## config.mk

```make
export PLATFORM = sky130hd
export DESIGN_NAME = bram_wr_ctrl
export DESIGN_NICKNAME = d
export VERILOG_FILES = /design/src/rtl/bram_wr_ctrl.sv
export SDC_FILE = /design/constraint.sdc
export NUM_CORES = 1
export LEC_CHECK = 0
export ABC_AREA = 1
export CAP_MARGIN = 25
export CORE_AREA = 2 2 196 150
export DETAILED_ROUTE_END_ITERATION = 16
export DIE_AREA = 0 0 198 152
export PLACE_DENSITY = 0.54
export SLEW_MARGIN = 20
export SYNTH_ARGS = -nofsm -noshare
export SYNTH_HDL_FRONTEND = slang
export SYNTH_SLANG_ARGS = --single-unit
```

## constraint.sdc

```tcl
create_clock -name s00_axis_aclk -period 6.4 [get_ports s00_axis_aclk]
set_clock_uncertainty 0.1 [all_clocks]
set_input_delay 0.96 -clock s00_axis_aclk [delete_from_list [all_inputs] [get_ports s00_axis_aclk]]
set_output_delay 0.96 -clock s00_axis_aclk [all_outputs]
set_load 0.05 [all_outputs]
```

## src/rtl/bram_wr_ctrl.sv

```systemverilog
// AXI4-Stream slave that loads one D2Q9 lattice frame into the nine per-direction BRAM banks.
// Each beat holds the nine distributions of one cell; beats land at consecutive addresses 0..DEPTH-1.
module bram_wr_ctrl #(
    parameter int DATA_WIDTH    = 16,
    parameter int DEPTH         = 2500,
    parameter int ADDRESS_WIDTH = 12
) (
    input  logic                      s00_axis_aclk,
    input  logic                      s00_axis_areset,
    input  logic                      load_start,
    input  logic                      bank_hold,
    input  logic                      s00_axis_tvalid,
    output logic                      s00_axis_tready,
    input  logic [9*DATA_WIDTH-1:0]   s00_axis_tdata,
    input  logic [9*DATA_WIDTH/8-1:0] s00_axis_tstrb,
    input  logic                      s00_axis_tlast,
    output logic                      write_en,
    output logic [ADDRESS_WIDTH-1:0]  write_addr,
    output logic [DATA_WIDTH-1:0]     n0,
    output logic [DATA_WIDTH-1:0]     null0,
    output logic [DATA_WIDTH-1:0]     ne0,
    output logic [DATA_WIDTH-1:0]     e0,
    output logic [DATA_WIDTH-1:0]     se0,
    output logic [DATA_WIDTH-1:0]     s0,
    output logic [DATA_WIDTH-1:0]     sw0,
    output logic [DATA_WIDTH-1:0]     w0,
    output logic [DATA_WIDTH-1:0]     nw0,
    output logic                      frame_loaded,
    output logic                      busy,
    output logic                      tlast_err
);

    typedef enum logic [1:0] {IDLE, RECV, DONE} state_t;

    localparam logic [ADDRESS_WIDTH-1:0] LAST_ADDR = ADDRESS_WIDTH'(DEPTH - 1);

    state_t                   state, next_state;
    logic [ADDRESS_WIDTH-1:0] count;
    logic                     handshake;
    logic                     last_beat;
    logic                     unused_strb;

    // Only full beats are ever sent, so the strobes carry no information.
    assign unused_strb = ^s00_axis_tstrb;

    assign s00_axis_tready = (state == RECV) && !bank_hold;
    assign handshake       = s00_axis_tvalid && s00_axis_tready;
    assign last_beat       = (count == LAST_ADDR);
    assign busy            = (state == RECV);
    assign frame_loaded    = (state == DONE);

    always_ff @(posedge s00_axis_aclk or posedge s00_axis_areset) begin
        if (s00_axis_areset) state <= IDLE;
        else                 state <= next_state;
    end

    // NOTE: next_state is defaulted before the case so no path leaves it unassigned (no latch).
    always_comb begin
        next_state = state;
        case (state)
            IDLE:    if (load_start) next_state = RECV;
            RECV:    if (handshake && (last_beat || s00_axis_tlast)) next_state = DONE;
            DONE:    next_state = IDLE;
            default: next_state = IDLE;
        endcase
    end

    // NOTE: sequential state uses non-blocking assignments so every register samples pre-edge values.
    always_ff @(posedge s00_axis_aclk or posedge s00_axis_areset) begin
        if (s00_axis_areset) begin
            count      <= '0;
            write_en   <= 1'b0;
            write_addr <= '0;
            n0         <= '0;
            null0      <= '0;
            ne0        <= '0;
            e0         <= '0;
            se0        <= '0;
            s0         <= '0;
            sw0        <= '0;
            w0         <= '0;
            nw0        <= '0;
            tlast_err  <= 1'b0;
        end else begin
            if (state == IDLE && load_start) begin
                count     <= '0;
                tlast_err <= 1'b0;
            end
            write_en <= handshake;
            if (handshake) begin
                write_addr <= count;
                n0         <= s00_axis_tdata[8*DATA_WIDTH +: DATA_WIDTH];
                null0      <= s00_axis_tdata[7*DATA_WIDTH +: DATA_WIDTH];
                ne0        <= s00_axis_tdata[6*DATA_WIDTH +: DATA_WIDTH];
                e0         <= s00_axis_tdata[5*DATA_WIDTH +: DATA_WIDTH];
                se0        <= s00_axis_tdata[4*DATA_WIDTH +: DATA_WIDTH];
                s0         <= s00_axis_tdata[3*DATA_WIDTH +: DATA_WIDTH];
                sw0        <= s00_axis_tdata[2*DATA_WIDTH +: DATA_WIDTH];
                w0         <= s00_axis_tdata[1*DATA_WIDTH +: DATA_WIDTH];
                nw0        <= s00_axis_tdata[0*DATA_WIDTH +: DATA_WIDTH];
                // Saturate on the final cell so count never names an address past the frame.
                if (!last_beat) count <= count + 1'b1;
                // tlast must coincide exactly with the final cell; early or missing both flag.
                if (s00_axis_tlast != last_beat) tlast_err <= 1'b1;
            end
        end
    end

endmodule

```

==> flow_metrics.py <==
metrics = {
    "pwr": {
        "seq_power_share_pct": 29.0,
        "total_leakage_power_uw": 0.00519,
        "p_int_uw": 3200,
        "powerDensity_mw_per_mm2": 581,
        "combPwrFrac_pct": 54.0,
        "p_sw_uw": 3080,
        "clkPwrFrac_pct": 17.0,
        "sw_frac_of_total_pct": 49.0,
        "ir_worst_vdd_mv": 0.289,
    },
    "logic_synthesis": {
        "synth_nets": 952,
        "synthTopCellsByArea": "dfrtp_1 (62%), nand2_1 (26%), buf_6 (2.8%)",
        "yosysSeqAreaShare_pct": 62.3,
        "avgSynthCellArea_sq_um": 8.84,
        "synth_top_cell_area_share_pct": 62.3,
        "mappedNetlistArea_sq_mm": 0.00691,
        "synth_warnings": 0,
        "synth_cell_types": 22,
        "yosysTopAreaCell": "dfrtp_1",
        "netlist_instances": 782,
        "synth-seq-cells": 172,
    },
    "finish": {
        "syn_to_final_growth_pct": 56.4,
        "fin_nets": 1248,
        "fillers": 2939,
        "final_cell_area_sq_mm": 0.0108,
        "antennaDiodeCount": 0,
        "mostFrequentLayoutCells": "nand2_1 (488), clkdlybuf4s50_1 (310), dfrtp_1 (172), nand3_1 (18)",
        "drive_gt1_share_pct": 4.04,
        "final_common_cell": "nand2_1",
    },
    "critical_path": {
        "crit_type": "in2out",
        "critPathLaunch": "bank_hold",
        "crit_buf_inv": 4,
        "path_delay_family": "buffers and inverters",
        "cp_cell_sequence": "clkdlybuf4s50_1, inv_1, nand3_2, inv_1, clkdlybuf4s50_1",
        "worstPathMaxFanout": 2,
        "r2r_slack_ps": 3620,
        "max_stage_delay_ps": 800,
        "cpMaxStageDelayCell": "clkdlybuf4s50_1",
        "cp.required_ps": 5340,
        "r2r-start": "state[1]$_DFFE_PP0P_",
        "worstPathArrival_ps": 2390,
        "start_kind": "input pin",
        "cp-end-kind": "output pin",
    },
    "sta": {
        "finalCritPeriodShare_pct": 53.9,
        "slew_headroom_pct": 42.7,
        "tightest_slew_ps": 859,
        "holdWs_ps": 369,
        "tns_ps": 0,
        "fin_crit_ps": 3450,
        "rsz0062_at_grt": "false",
        "hold_viol": 0,
        "finalSetupViolations": 0,
        "max_freq_ghz": 0.290,
        "maxSlewViolCount": 0,
        "fin_ws_ps": 2950,
    },
    "min_path": {
        "hp-class": "reg2reg",
        "hp-start": "sw0[14]$_DFFE_PP0P_",
    },
    "global_route": {
        "grt_max_degree": 116,
        "grt_pass1_wl_um": 32200,
        "first_global_vias": 5852,
        "met2_usage_pct": 19.5,
        "grt_overflow_total": 0,
        "track_usage_pct": 13.7,
        "grt-busiest-layer": "met2",
        "met3_usage_pct": 7.01,
        "antenna_found_initial": 0,
        "grtUsageMet1_pct": 18.2,
    },
    "placed_design": {
        "gp_congestion": 0.733,
        "dp_hpwl_um": 13700,
        "placed_cell_area_sq_mm": 0.0102,
        "dp_slack_ps": 2530,
        "numPortBuffers": 310,
    },
    "clock_tree": {
        "cts_buffers": 17,
        "insertion_delay_ps": 430,
        "cts_hold_buf": 0,
        "clock-sinks": 172,
        "cts.clk_slew.worst_paths_ps": 70,
        "ctsHtreeMaxLevel": 4,
        "cts_tree": "done",
        "cts.repair.resized": 0,
        "cts_buffer_depth": 2,
        "cts_setup_buffers": 0,
        "clock-root-buffer": "clkbuf_16",
    },
    "floorplan": {
        "die_area_sq_mm": 0.0301,
        "io_pins": 329,
        "placementRows": 54,
        "die_w_um": 198,
        "start_util_pct": 24.3,
        "core_sq_mm": 0.0284,
        "die-height_um": 152,
    },
    "outcome": {
        "status": "finished clean",
    },
    "detailed_routing": {
        "wl_per_cell_um": 13.7,
        "routed_via_density": 3.99,
        "drtIter0Drc": 223,
        "drtAntennaViolNets": 0,
        "detail_route.first_pass.iterations": 4,
        "drt-total-wl_um": 20300,
        "drc_errors": 0,
        "vias": 5910,
    },
    "run": {
        "drv_cap": 0,
    },
}
-- power by group through the flow --
stage	registers, uW	clock network, uW	logic (uW)
3_3_place_gp	1820	0	3420
4_1_cts	1820	1110	3430
2_1_floorplan	3490	0	549
3_5_place_dp	1830	0	3420
5_1_grt	1880	1160	3590
6_report	1820	1070	3390
-- sequential cells by signal, summed over array words and instances, names as in the netlist, 16 cells and up --
register / count
sw0: 16
s0: 16
e0: 16
n0: 16
se0: 16
nw0: 16
null0: 16
w0: 16
ne0: 16
-- stage by stage --
stage | power, uW | instances | utilization [%]
after floorplan | 4040 | 782 | -
after global placement | 5240 | 1451 | 36.0
after detailed placement | 5250 | 1451 | 36.0
after CTS | 6360 | 1482 | 38.0
after global routing | 6630 | 1482 | 38.0
final | 6280 | 1482 | 38.0
-- synthesized netlist by cell type --
cell type	count
nand3_2	2
buf_6	17
nor2_4	1
clkbuf_1	1
nand2_4	1
xor2_1	4
nand4_1	2
inv_2	3
nand2_1	488
nand3_1	18
o21ai_0	14
inv_1	18
or2_2	1
nor2_1	14
buf_4	17
nor3_1	1
xnor2_1	1
buf_2	2
ha_1	2
a22o_1	1
a21oi_1	2
dfrtp_1	172
-- worst paths after layout --
path | cells after the start | endpoint
setup / recovery | 5 | s00_axis_tready
hold / removal | 2 | sw0[14]$_DFFE_PP0P_
setup reg to reg | 8 | count[8]$_DFF_PP0_
hold reg to reg | 2 | sw0[14]$_DFFE_PP0P_
max in group asynchronous | 3 | nw0[11]$_DFFE_PP0P_
min in group asynchronous | 2 | null0[3]$_DFFE_PP0P_
-- kinds of logic after synthesis --
kind of cell	Yosys count	synth area share [%]
xor gates and xnor gates	5	0.633
adders and majority gates	2	0.362
buffers and inverters	58	5.95
AOI/OAI and AO/OA	17	1.28
DFF	172	62.3
and+or+nand+nor	528	29.5
-- layout make-up --
cell class	instances	area (sq um)	share of cell area, %
Tap cell	392	490	4.54
Timing Repair Buffer	314	3150	29.1
Sequential cell	172	4300	39.8
Inverter	21	88.8	0.821
Clock inverter	14	161	1.49
Multi-Input combinational cell	552	2200	20.3
Clock buffer	17	425	3.93
-- metal layers --
| layer | share of wire, % | routed length, um |
|---|---|---|
| met1 | 47 | 9530 |
| met2 | 40 | 8100 |
| met3 | 12 | 2390 |
| met4 | 1.2 | 236 |
| met5 | 0 | 0 |
-- worst register-to-register path: cells and delay by family, from the launching register on --
family          cells  cell delay (ps)
flops               1              390
buf+inv             3             1570
simple gates        4              570
compound gates      1               50
(Power assumes the default switching activity.)
